$ cat src/rtl/mem_bus_arbiter_pkg.sv
// mem_bus_arbiter_pkg: shared bus encodings and arbiter state type for the core memory bus.
package mem_bus_arbiter_pkg;

    localparam int INST_ADDR_BUS = 64;
    localparam int DATA_BUS      = 64;

    localparam logic [1:0] SIZE_BYTE  = 2'd0;
    localparam logic [1:0] SIZE_HALF  = 2'd1;
    localparam logic [1:0] SIZE_WORD  = 2'd2;
    localparam logic [1:0] SIZE_DWORD = 2'd3;

    localparam logic REQ_READ  = 1'b0;
    localparam logic REQ_WRITE = 1'b1;

    typedef enum logic [1:0] {
        ARB_IDLE    = 2'd0,
        ARB_GNT_IF  = 2'd1,
        ARB_GNT_MEM = 2'd2
    } arb_state_e;

endpackage

$ cat src/rtl/mem_bus_arbiter.sv
// mem_bus_arbiter: shares the core memory bus between IF and MEM with registered grant and IF anti-starvation.
module mem_bus_arbiter
    import mem_bus_arbiter_pkg::*;
#(
    parameter int ADDR_W     = INST_ADDR_BUS,
    parameter int DATA_W     = DATA_BUS,
    parameter int MAX_STREAK = 4
) (
    input  logic              clk,
    input  logic              rst,
    input  logic              if_valid_i,
    input  logic [ADDR_W-1:0] if_addr_i,
    input  logic [1:0]        if_size_i,
    input  logic              if_req_i,
    output logic              if_ready_o,
    output logic [DATA_W-1:0] if_data_read_o,
    output logic [1:0]        if_resp_o,
    input  logic              mem_valid_i,
    input  logic [ADDR_W-1:0] mem_addr_i,
    input  logic [1:0]        mem_size_i,
    input  logic              mem_req_i,
    input  logic [DATA_W-1:0] mem_data_write_i,
    output logic              mem_ready_o,
    output logic [DATA_W-1:0] mem_data_read_o,
    output logic [1:0]        mem_resp_o,
    output logic              bus_valid_o,
    output logic [ADDR_W-1:0] bus_addr_o,
    output logic [1:0]        bus_size_o,
    output logic              bus_req_o,
    output logic [DATA_W-1:0] bus_data_write_o,
    input  logic              bus_ready_i,
    input  logic [DATA_W-1:0] bus_data_read_i,
    input  logic [1:0]        bus_resp_i
);

    localparam int SW = $clog2(MAX_STREAK + 1);
    localparam logic [SW-1:0] STREAK_MAX = SW'(MAX_STREAK);

    arb_state_e     state, state_nxt;
    logic [SW-1:0]  streak, streak_nxt;
    logic           if_own, mem_own, done;

    always_ff @(posedge clk) begin
        if (rst) begin
            state  <= ARB_IDLE;
            streak <= '0;
        end else begin
            state  <= state_nxt;
            streak <= streak_nxt;
        end
    end

    // Owner's request is passed straight through; a dropped valid withdraws it the same cycle.
    always_comb begin
        if_own           = state == ARB_GNT_IF;
        mem_own          = state == ARB_GNT_MEM;
        bus_valid_o      = (if_own & if_valid_i) | (mem_own & mem_valid_i);
        bus_addr_o       = if_own ? if_addr_i : mem_own ? mem_addr_i : '0;
        bus_size_o       = if_own ? if_size_i : mem_own ? mem_size_i : '0;
        bus_req_o        = if_own ? if_req_i  : mem_own ? mem_req_i  : 1'b0;
        bus_data_write_o = mem_own ? mem_data_write_i : '0;
        done             = bus_valid_o & bus_ready_i;
        if_ready_o       = if_own & done;
        mem_ready_o      = mem_own & done;
        if_data_read_o   = if_ready_o  ? bus_data_read_i : '0;
        if_resp_o        = if_ready_o  ? bus_resp_i      : '0;
        mem_data_read_o  = mem_ready_o ? bus_data_read_i : '0;
        mem_resp_o       = mem_ready_o ? bus_resp_i      : '0;
    end

    // MEM wins ties unless IF has already waited through MAX_STREAK MEM completions.
    always_comb begin
        state_nxt = state;
        case (state)
            ARB_IDLE:    state_nxt = (mem_valid_i && !(if_valid_i && streak == STREAK_MAX)) ? ARB_GNT_MEM :
                                     if_valid_i ? ARB_GNT_IF : ARB_IDLE;
            ARB_GNT_IF:  state_nxt = (!if_valid_i || bus_ready_i) ? ARB_IDLE : ARB_GNT_IF;
            ARB_GNT_MEM: state_nxt = (!mem_valid_i || bus_ready_i) ? ARB_IDLE : ARB_GNT_MEM;
            default:     state_nxt = ARB_IDLE;
        endcase
        streak_nxt = (!if_valid_i || if_ready_o) ? '0 :
                     (mem_ready_o && streak != STREAK_MAX) ? streak + SW'(1) : streak;
    end

endmodule

$ cat config.mk
export PLATFORM = sky130hd
export DESIGN_NAME = mem_bus_arbiter
export DESIGN_NICKNAME = d
export VERILOG_FILES = /design/src/rtl/mem_bus_arbiter_pkg.sv /design/src/rtl/mem_bus_arbiter.sv
export SDC_FILE = /design/constraint.sdc
export NUM_CORES = 1
export LEC_CHECK = 0
export BUFFER_PORTS_ARGS = -buffer_cell sky130_fd_sc_hd__buf_2
export CAP_MARGIN = 5
export CORE_AREA = 2 2 209 211
export DETAILED_ROUTE_END_ITERATION = 16
export DIE_AREA = 0 0 211 213
export HOLD_SLACK_MARGIN = 0.15
export PLACE_DENSITY = 0.32
export REMOVE_ABC_BUFFERS = 1
export SLEW_MARGIN = 40
export SYNTH_ARGS = -nofsm -noshare
export SYNTH_HDL_FRONTEND = slang
export SYNTH_SLANG_ARGS = --single-unit
$ cat constraint.sdc
create_clock -name clk -period 3.9 [get_ports clk]
set_input_delay 0.78 -clock clk [delete_from_list [all_inputs] [get_ports clk]]
set_output_delay 0.78 -clock clk [all_outputs]
set_load 0.02 [all_outputs]
After elaboration in Yosys (flattened, before gate mapping)
Index checks and enable logic that the tools add are counted.
{"block": "word_totals", "reg_bits": 5, "latchBits": 0, "ramBits": 0, "romBits": 0, "memories": 0}
{"block": "op_classes", "n_addsub": 1, "mul": 0, "n_div": 0, "magnitude_cmp": 0, "eq_ne": 4, "shift": 0, "muxes": 16, "bitwise_logic": 6, "n_reduce_logical": 11}
{"operator": "2-to-1 mux 64 bit", "n": 5}
{"operator": "2-to-1 mux 2 bit", "n": 6}
{"operator": "one-hot mux 2 bit (3 select lines)", "n": 1}
{"operator": "AND 1 bit", "n": 5}
{"operator": "2-to-1 mux 1 bit", "n": 4}
{"operator": "adder 3 x 1 -> 3 bit (second input constant)", "n": 1}
{"operator": "== test 3 bit (second input constant)", "n": 1}
{"operator": "logical AND 1 bit", "n": 3}
{"operator": "zero test 1 bit", "n": 3}
{"operator": "logical OR 1 bit", "n": 3}
{"operator": "!= test 3 bit (second input constant)", "n": 1}
{"operator": "== test 2 x 1 -> 1 bit (second input constant)", "n": 1}
{"operator": "== test 2 bit (second input constant)", "n": 1}
{"operator": "zero test 2 bit", "n": 1}
{"operator": "OR reduction 2 bit", "n": 1}
{"operator": "OR 1 bit", "n": 1}

Logic depth before layout (Yosys ltp)
Gate-level depths: netlist of the first run.
{"block": "logic_depth", "ltp_word": 7, "ltp_mapped": 5}

Least setup slack after synthesis of the first run
OpenSTA, ideal clock, no wires.
{"block": "synth_path", "kind": "input to output", "start": "input bus_ready_i", "end": "output mem_data_read_o[55]", "arrival_ns": 1.690, "required_time_ns": 3.120, "slack_ns": 1.430, "path_stages": 4, "cell_sequence": "nand4b_1 > inv_2 > clkbuf_1 > and2_1"}
{"block": "synth_via", "elab_chain_len": 3}
{"element": "start, declared", "line": "mem_bus_arbiter.sv:31", "text": "input logic bus_ready_i,"}
{"element": "AND 1 bit", "line": "mem_bus_arbiter.sv:62", "text": "done = bus_valid_o & bus_ready_i;"}
{"element": "AND 1 bit", "line": "mem_bus_arbiter.sv:64", "text": "mem_ready_o = mem_own & done;"}
{"element": "via mem_ready_o", "line": "mem_bus_arbiter.sv:23", "text": "output logic mem_ready_o,"}
{"element": "2-to-1 mux 64 bit", "line": "mem_bus_arbiter.sv:67", "text": "mem_data_read_o = mem_ready_o ? bus_data_read_i : '0;"}
{"element": "end, declared", "line": "mem_bus_arbiter.sv:24", "text": "output logic [DATA_W-1:0] mem_data_read_o,"}
The timed path passes the listed nets, and every way through them passes these cells.

Final worst setup path of the first run
{"block": "layout_path", "start": "input if_valid_i", "end": "output if_data_read_o[21]"}
{"block": "layout_via", "elab_chain_len": 5}
{"element": "start, declared", "line": "mem_bus_arbiter.sv:11", "text": "input logic if_valid_i,"}
{"element": "AND 1 bit", "line": "mem_bus_arbiter.sv:57", "text": "bus_valid_o = (if_own & if_valid_i) | (mem_own & mem_valid_i);"}
{"element": "OR 1 bit", "line": "mem_bus_arbiter.sv:57"}
{"element": "AND 1 bit", "line": "mem_bus_arbiter.sv:62"}
{"element": "AND 1 bit", "line": "mem_bus_arbiter.sv:63", "text": "if_ready_o = if_own & done;"}
{"element": "2-to-1 mux 64 bit", "line": "mem_bus_arbiter.sv:65", "text": "if_data_read_o = if_ready_o ? bus_data_read_i : '0;"}
{"element": "end, declared", "line": "mem_bus_arbiter.sv:16", "text": "output logic [DATA_W-1:0] if_data_read_o,"}
No other way between the ends.

==> metrics.cfg, run 1 <==
[setup_path]
startpoint = if_valid_i
critPathMaxFanout = 67
worst_ep_required_time_ns = 3.12
r2r_start = state[0]
path_common_cell = buf_2
worst_path_max_delay_cell = buf_4
critPathCaptureType = output pin
path_cells = buf_2 > nor2b_1 > and3_2 > buf_4 > and2_1 > buf_2
worst_path_dominant_cell_family = buffers and inverters
slowest_delay_ns = 0.43
critPathBufInv = 3
arrival_ns = 2.24
path_class = in2out
cp-start-kind = input pin

[routing]
wl_per_cell_um = 18.9
drtIter0Drc = 123
drc = 0
detail-route-antenna-nets = 0
first_pass_iters = 4
via_per_inst = 3.32
via_count = 4664
postRouteWirelength_um = 26600

[logic_synthesis]
synthTopCellsByArea = and2_1, a22o_1, dfxtp_1
ys_seq_area_frac = 0.0442
synth.cell_area_sq_um = 2270
synth.distinct_cells = 22
ys_seq_elements = 5
syn_area_per_cell_sq_um = 6.74
yosys_warnings = 0
postSynthCellCount = 336
synth_top_area_cell = and2_1
synth.top_cell.area_share = 0.544

[hold_path]
min_path_type = reg2reg
min-delay-start = streak[1]

[timing]
rsz0062_at_grt = no
finalSetupViolCount = 0
fin_ws_ns = 0.878
hold_viol_final = 0
post-route-period-util = 0.775
fin_skew_ns = 0.000575
max_freq_mhz = 331
tightest_slew_ns = 0.717
hold_ws_ns = 0.504
finalCriticalPeriod_ns = 3.02
slew_viol_final = 0
relSlewSlack = 0.522

[clocking]
clockBufferDepth = 2
clkLatencyLatePin_ns = 0.23
cts.reportedPaths.clkPinSlew_ns = 0.03
cts_buffers = 3
cts_hold_buf = 0
post_cts_buffers = 0
cts_resized = 0
root_buffer = clkbuf_16
clock_sinks = 5
h-tree-depth = 1
cts_tree = done

[floorplanning]
die_y_um = 213
dieArea_sq_um = 44900
io_pins = 535
start_util = 0.0531
rows = 76
chipWidth_um = 211
core_area_sq_um = 42700

[global_routing]
grt_max_degree = 71
antenna_found_initial = 18
grt.overflow.total = 0
grt_pass1_wl_um = 33000
grt_pass1_vias = 4409
grt_util_all_layers = 0.107

[placed_design]
dp_cells = 1397
port_buffers = 534
hpwl_um = 24600
place_ws_ns = 0.894
place_congestion = 0.799

[cells_and_area]
n_fill_cell = 5048
syn_to_final_growth_pct = 153
multi_input_area_sq_um = 2000
nets = 1127
final_cells = 1406
drive_gt1_frac = 0.653
register_area_sq_um = 100

[status]
status = complete, no violations

[power]
p_leak_nw = 3.55
vdd_drop_max_mv = 0.0806
p_per_area_nw_per_um2 = 131

[job]
cap_violations = 0

==> cell type report <==
cell class / count / area share
timing repair buffer: 551 / 0.496
multi-input combinational: 292 / 0.349
tap: 546 / 0.119
sequential: 5 / 0.0175
clock buffer: 4 / 0.0137
inverter: 3 / 0.00240
antenna: 5 / 0.00218
==> worst reg2reg max path, cell delays in order (launching register included) <==
cell and delay (ns):
dfxtp_1 0.37, nand4b_1 0.33, inv_4 0.46, a21oi_1 0.14
nor3_1 0.17
==> metrics by stage <==
| step | power, W | TNS, ns | instance area, sq um | util |
|---|---|---|---|---|
| 2_1_floorplan | 0.000280 | -185.09 | 2100 | - |
| 3_5_place_dp | 0.000591 | 0 | 5640 | 0.132 |
| 3_3_place_gp | 0.000586 | 0 | 5610 | 0.131 |
| 6_report | 0.000752 | 0 | 5740 | 0.134 |
| 4_1_cts | 0.000764 | 0 | 5720 | 0.134 |
| 5_1_grt | 0.000797 | 0 | 5740 | 0.134 |
==> per-layer routing <==
metal | global-route usage | part of all wire
met1 | 0.114 | 0.37
met2 | 0.198 | 0.49
met3 | 0.0346 | 0.10
met4 | 0.0340 | 0.033
met5 | 0 | 0.00094
==> cells by family (layout without fill, tap and decap cells) <==
group,Yosys count,count (layout),synth area share
adders and majority gates,2,2,0.0110
and+or+nand+nor,214,214,0.586
AOI/OAI and AO/OA,76,76,0.282
DFF,5,5,0.0442
other,0,5,0
buffers and inverters,39,558,0.0767
==> path summary, 6_finish.rpt <==
| path | end | slack (ns) | cells past startpoint |
|---|---|---|---|
| worst max-delay path | if_data_read_o[21] | 0.88 | 6 |
| worst min-delay path | streak[1] | 0.50 | 2 |
| worst max register to register | streak[2] | 2.36 | 4 |
| worst min register to register | streak[1] | 0.50 | 2 |
==> layout by cell type (no fill, tap or decap), types with 2 or more instances in the layout <==
master and n:
inv_1 2, buf_12 2, buf_2 534, nor2b_1 2
diode_2 5, nor3_1 3, nand2_1 4, buf_4 14
dfxtp_1 5, a22o_1 68, o21ai_0 3, and2_1 197
clkbuf_16 3, a21oi_1 4, ha_1 2, nand3_1 2
==> power by group <==
group	switching, W	internal (W)	total, W
sequential	0.00000206	0.0000528	0.0000548
combinational	0.000298	0.000229	0.000527
clock	0.0000352	0.000136	0.000171
==> flip-flops by register name, indices dropped and copies added, names as in the netlist <==
register  flops
streak        3
state         2
==> cells in the mapped netlist <==
library cell and count:
and2_1 197, a22o_1 68, clkbuf_1 18, buf_2 13, dfxtp_1 5, a21oi_1 4
nand2_1 4, clkbuf_2 3, nor2b_1 3, nor3_1 3, o21ai_0 3, buf_4 2
ha_1 2, inv_1 2, nand3_1 2, a2111oi_0 1, and2b_1 1, and3_1 1
inv_2 1, nand2b_1 1, nand4b_1 1, nor3b_1 1
No activity file was read; power rests on OpenSTA's default activity.
==> inputs of run 2 (changes only) <==
PLACE_DENSITY = 0.33   (was 0.32)
clock period = 2.5 ns   (was 3.9 ns; I/O delays follow)
==> run 2 against run 1 <==
Compared with the run above: clock-buffer cell count is the same; register-to-register slack lost 1.4 ns; utilization is essentially flat; wire length shrank 8.2%; non-clock buffer count shrank 5; combinational power grew 52%; largest power group unchanged.
==> metrics.cfg, run 2 (same netlist as run 1, synthesis figures left out) <==
[floorplanning]
start_util = 0.0531
chipWidth_um = 211
rows = 76
io_pins = 535
dieArea_sq_um = 44900
die_y_um = 213
core_area_sq_um = 42700

[global_routing]
grt_util_all_layers = 0.0979
grt_max_degree = 71
grt_pass1_wl_um = 31200
grt_pass1_vias = 4412
grt.overflow.total = 0
antenna_found_initial = 13

[timing]
finalSetupViolCount = 0
relSlewSlack = 0.562
slew_viol_final = 0
tightest_slew_ns = 0.640
fin_ws_ns = 0.145
max_freq_mhz = 425
hold_viol_final = 0
rsz0062_at_grt = no
finalCriticalPeriod_ns = 2.35
fin_skew_ns = 0.00172
post-route-period-util = 0.942

[setup_path]
critPathMaxFanout = 46
worst_ep_required_time_ns = 2.00
arrival_ns = 1.85
critPathCaptureType = output pin
path_class = reg2out
cp-start-kind = flip-flop

[clocking]
clkLatencyLatePin_ns = 0.23
cts_resized = 0
cts_tree = done
h-tree-depth = 1
root_buffer = clkbuf_16
cts.reportedPaths.clkPinSlew_ns = 0.03
cts_hold_buf = 0
clockBufferDepth = 2
clock_sinks = 5
cts_buffers = 3
post_cts_buffers = 0

[power]
p_int_w = 0.000645
vdd_drop_max_mv = 0.177
p_sw_w = 0.000505
clockPowerShare = 0.227
switching_share = 0.439
p_leak_nw = 3.53
p_per_area_nw_per_um2 = 201
power_frac_comb = 0.698
p_seq_frac = 0.075

[cells_and_area]
final_core_util = 0.134
layout_commonest_cell = buf_2
top_register = streak
reg_top3 = streak x3, state x2
syn_to_final_growth_pct = 153
layout_common_cells = buf_2, and2_1, a22o_1, buf_12, buf_4
drive_gt1_frac = 0.651
largest_register_ffs = 3
nets = 1122

[hold_path]
min_path_type = in2reg

[routing]
drc = 0
wl_per_cell_um = 17.4
detail-route-antenna-nets = 0
via_count = 4569
drtIter0Drc = 129
via_per_inst = 3.26
postRouteWirelength_um = 24400
first_pass_iters = 4

[placed_design]
place_ws_ns = 0.350
place_congestion = 0.790
hpwl_um = 22300
port_buffers = 534

[status]
status = complete, no violations

[job]
cap_violations = 0

[run 2: cell types whose count changed in the layout (fill, tap and decap cells not counted), sizes merged]
cell	change
diode	+1
buf	-5
[run 2: final cells by class]
cell class              instances  area, sq um
diodes                          6         15.0
clock buffers                   4         78.8
fillers                      5023        37000
inverters                       3         11.3
multi-input cells             292         2000
flip-flops and latches          5          100
well taps                     546          683
repair buffers                546         2840
[run 2: layer usage]
| layer | share of wire | vias to the layer above | GRT usage |
|---|---|---|---|
| met5 | 0.0011 | - | 0 |
| met1 | 0.39 | 2030 | 0.109 |
| met3 | 0.11 | 28 | 0.0343 |
| met4 | 0.017 | 4 | 0.0250 |
| met2 | 0.49 | 343 | 0.177 |
| li1 | - | 2164 | - |
[run 2: worst max-delay path, stage by stage (launching register included)]
cell and delay, ns:
dfxtp_1 0.46, nor2b_4 0.26, buf_12 0.24, buf_12 0.21, a22o_1 0.20, buf_2 0.20
[run 2: path summary, 6_finish.rpt]
kind                         end  slack [ns]  startpoint  cells after the start
setup / recovery  bus_addr_o[16]        0.15    state[1]                      5
hold / removal          state[0]        0.48         rst                      2
setup reg to reg        state[1]        0.98   streak[0]                      5
hold reg to reg        streak[0]        0.51   streak[0]                      2
[run 2: stage by stage]
stage / std cells / total power (W) / TNS [ns] / cell area [sq um] / hold WS (ns)
after floorplan: 300 / 0.000437 / -332.93 / 2100 / 0.467
after global placement: 1392 / 0.000901 / 0 / 5630 / 0.514
after detailed placement: 1392 / 0.000904 / 0 / 5630 / 0.509
after CTS: 1396 / 0.00117 / 0 / 5710 / 0.480
after global routing: 1401 / 0.00122 / 0 / 5730 / 0.492
final: 1402 / 0.00115 / 0 / 5730 / 0.480
[run 2: power groups by stage]
| stage | clock, W | combinational (W) | sequential [W] |
|---|---|---|---|
| after global placement | 0 | 0.000813 | 0.0000873 |
| after CTS | 0.000264 | 0.000818 | 0.0000862 |
| after floorplan | 0 | 0.000352 | 0.0000854 |
| final | 0.000261 | 0.000803 | 0.0000865 |
| after detailed placement | 0 | 0.000817 | 0.0000873 |
| after global routing | 0.000271 | 0.000868 | 0.0000866 |
==> inputs of run 3 (changes only) <==
PLACE_DENSITY = default   (was 0.33)
PLACE_DENSITY_LB_ADDON = 0.12   (was default)
clock period = 1.9 ns   (was 2.5 ns; I/O delays follow)
==> run 3 against run 2 <==
Compared with the run above: the run now ends with negative setup slack left; register-to-register slack got worse by 0.37 ns; critical endpoint is now mem_data_read_o[3]; first-iteration DRC count down 43%; cell area grew 28%; non-clock buffer count rose by 43; power rose by 50%; global-route usage is 0.93 points higher; wire length up 15%; clock power rose by 34%; via count rose by 7.3%; critical path type unchanged; clock-buffer cell count did not move.
==> metrics.cfg, run 3 (same netlist as run 1, synthesis figures left out) <==
[status]
status = finished with violations
failed_checks = negative setup slack

[power]
vdd_drop_max_mv = 0.162
p_sw_w = 0.000729
p_leak_nw = 4.02
power_frac_comb = 0.733
p_int_w = 0.00100
p_per_area_nw_per_um2 = 236
switching_share = 0.422
clockPowerShare = 0.203
p_seq_frac = 0.065

[placed_design]
port_buffers = 534
hpwl_um = 23400
place_congestion = 0.771
placed_area_sq_um = 5820

[cells_and_area]
final_core_util = 0.171
register_area_sq_um = 108
layout_commonest_cell = buf_2
multi_input_area_sq_um = 2200
n_fill_cell = 4957
design_area_sq_um = 7320
largest_register_ffs = 3
top_register = streak
reg_top3 = streak x3, state x2
drive_gt1_frac = 0.758
syn_to_final_growth_pct = 223
layout_common_cells = buf_2, and2_1, buf_6, and2_4, a22o_1
nets = 1165

[timing]
fin_skew_ns = 0.000591
relSlewSlack = 0.719
post-route-period-util = 1.03
finalCriticalPeriod_ns = 1.96
slew_viol_final = 0
hold_viol_final = 0
final.setup.tns_ns = -1.63
fin_ws_ns = -0.0640
max_freq_mhz = 509
finalSetupViolCount = 87
tightest_slew_ns = 0.418
hold_ws_ns = 0.360
rsz0062_at_grt = yes

[setup_path]
worst_path_dominant_cell_family = buffers and inverters
critPathBufInv = 4
slowest_delay_ns = 0.36
arrival_ns = 1.58
reg2reg_depth = 5
worst_path_max_delay_cell = dfxtp_4
path_cells = nand4b_1 > inv_4 > buf_12 > clkbuf_16 > and2_4 > buf_6
worst_ep_required_time_ns = 1.52
cp-start-kind = flip-flop
r2r_start = state[0]
critPathMaxFanout = 7
critPathCaptureType = output pin
path_class = reg2out
reg2reg_to = streak[1]
ff2ff_setup_slack_ns = 0.61

[hold_path]
min_path_type = in2reg
hold_end = state[0]
hold_depth = 2
min-delay-start = rst

[global_routing]
grt.overflow.total = 0
grt_pass1_vias = 4903
grt_max_degree = 30
grt_pass1_wl_um = 34100
antenna_found_initial = 15
grt_util_all_layers = 0.107

[routing]
detail-route-antenna-nets = 0
wl_per_cell_um = 19.4
first_pass_iters = 5
drc = 0
postRouteWirelength_um = 28000
via_count = 4901
drtIter0Drc = 74
via_per_inst = 3.38

[floorplanning]
die_y_um = 213
start_util = 0.0531
dieArea_sq_um = 44900
chipWidth_um = 211
io_pins = 535
core_area_sq_um = 42700
rows = 76

[clocking]
cts_hold_buf = 0
h-tree-depth = 1
clkLatencyLatePin_ns = 0.23
cts.reportedPaths.clkPinSlew_ns = 0.03
root_buffer = clkbuf_16
clock_sinks = 5
clockBufferDepth = 2
cts_buffers = 3
cts_tree = done

[job]
cap_violations = 0

==> run 3: changes by cell type in the layout (fill, tap and decap cells not counted), sizes merged <==
cell    change
buf        +32
bufbuf      +1
clkbuf     +10
diode       +3
==> run 3: worst register-to-register path, stage by stage, from the launching register on <==
cell and delay [ns]:
dfxtp_4 0.36, nand4b_1 0.25, buf_4 0.18, buf_4 0.13
o21ai_0 0.16, a21oi_1 0.08
==> run 3: worst max-delay path by stage <==
| stage | from | to | slack [ns] | depth (start not counted) |
|---|---|---|---|---|
| floorplan | state[1] | bus_addr_o[0] | -3.04 | 2 |
| global placement | bus_ready_i | mem_resp_o[1] | 0.04 | 7 |
| detailed placement | bus_ready_i | mem_resp_o[1] | 0.03 | 7 |
| CTS | state[0] | mem_data_read_o[37] | -0.08 | 6 |
| global route | state[0] | mem_data_read_o[3] | -0.12 | 6 |
| finish | state[0] | mem_data_read_o[3] | -0.06 | 6 |
==> run 3: cell type report <==
class	instances	area share
inverter	3	0.00188
clock buffer	4	0.0108
timing repair buffer	589	0.575
sequential	5	0.0147
multi-input combinational	292	0.301
antenna	9	0.00308
tap	546	0.0934
==> run 3: per-stage QoR <==
step,setup WS [ns],cells,power [W]
CTS,-0.0817,1427,0.00166
global route,-0.117,1446,0.00182
floorplan,-3.04,300,0.000575
global placement,0.0395,1410,0.00124
detailed placement,0.0316,1410,0.00123
finish,-0.0640,1448,0.00173
==> run 3: routing by layer <==
metal	share of wire	GRT usage	routed length (um)	vias up
li1	-	-	-	2258
met1	0.31	0.0974	8770	2243
met2	0.56	0.225	15800	356
met3	0.075	0.0221	2100	44
met4	0.048	0.0452	1340	0
met5	0	0	0	-
==> run 3: repair_timing <==
| item | CTS | global route |
|---|---|---|
| pin swaps | 10 | 23 |
| resized for setup | 150 | 185 |
| buffers inserted | 9 | 3 |
| gates cloned | 4 | 9 |
| endpoints found under the setup margin | 189 | 209 |
==> run 3: power groups by stage <==
| stage | Clock [W] | Sequential (W) | Combinational (W) |
|---|---|---|---|
| after global routing | 0.000360 | 0.000113 | 0.00135 |
| after floorplan | 0 | 0.000112 | 0.000463 |
| final | 0.000350 | 0.000112 | 0.00127 |
| after CTS | 0.000347 | 0.000112 | 0.00121 |
| after detailed placement | 0 | 0.000114 | 0.00112 |
| after global placement | 0 | 0.000114 | 0.00112 |
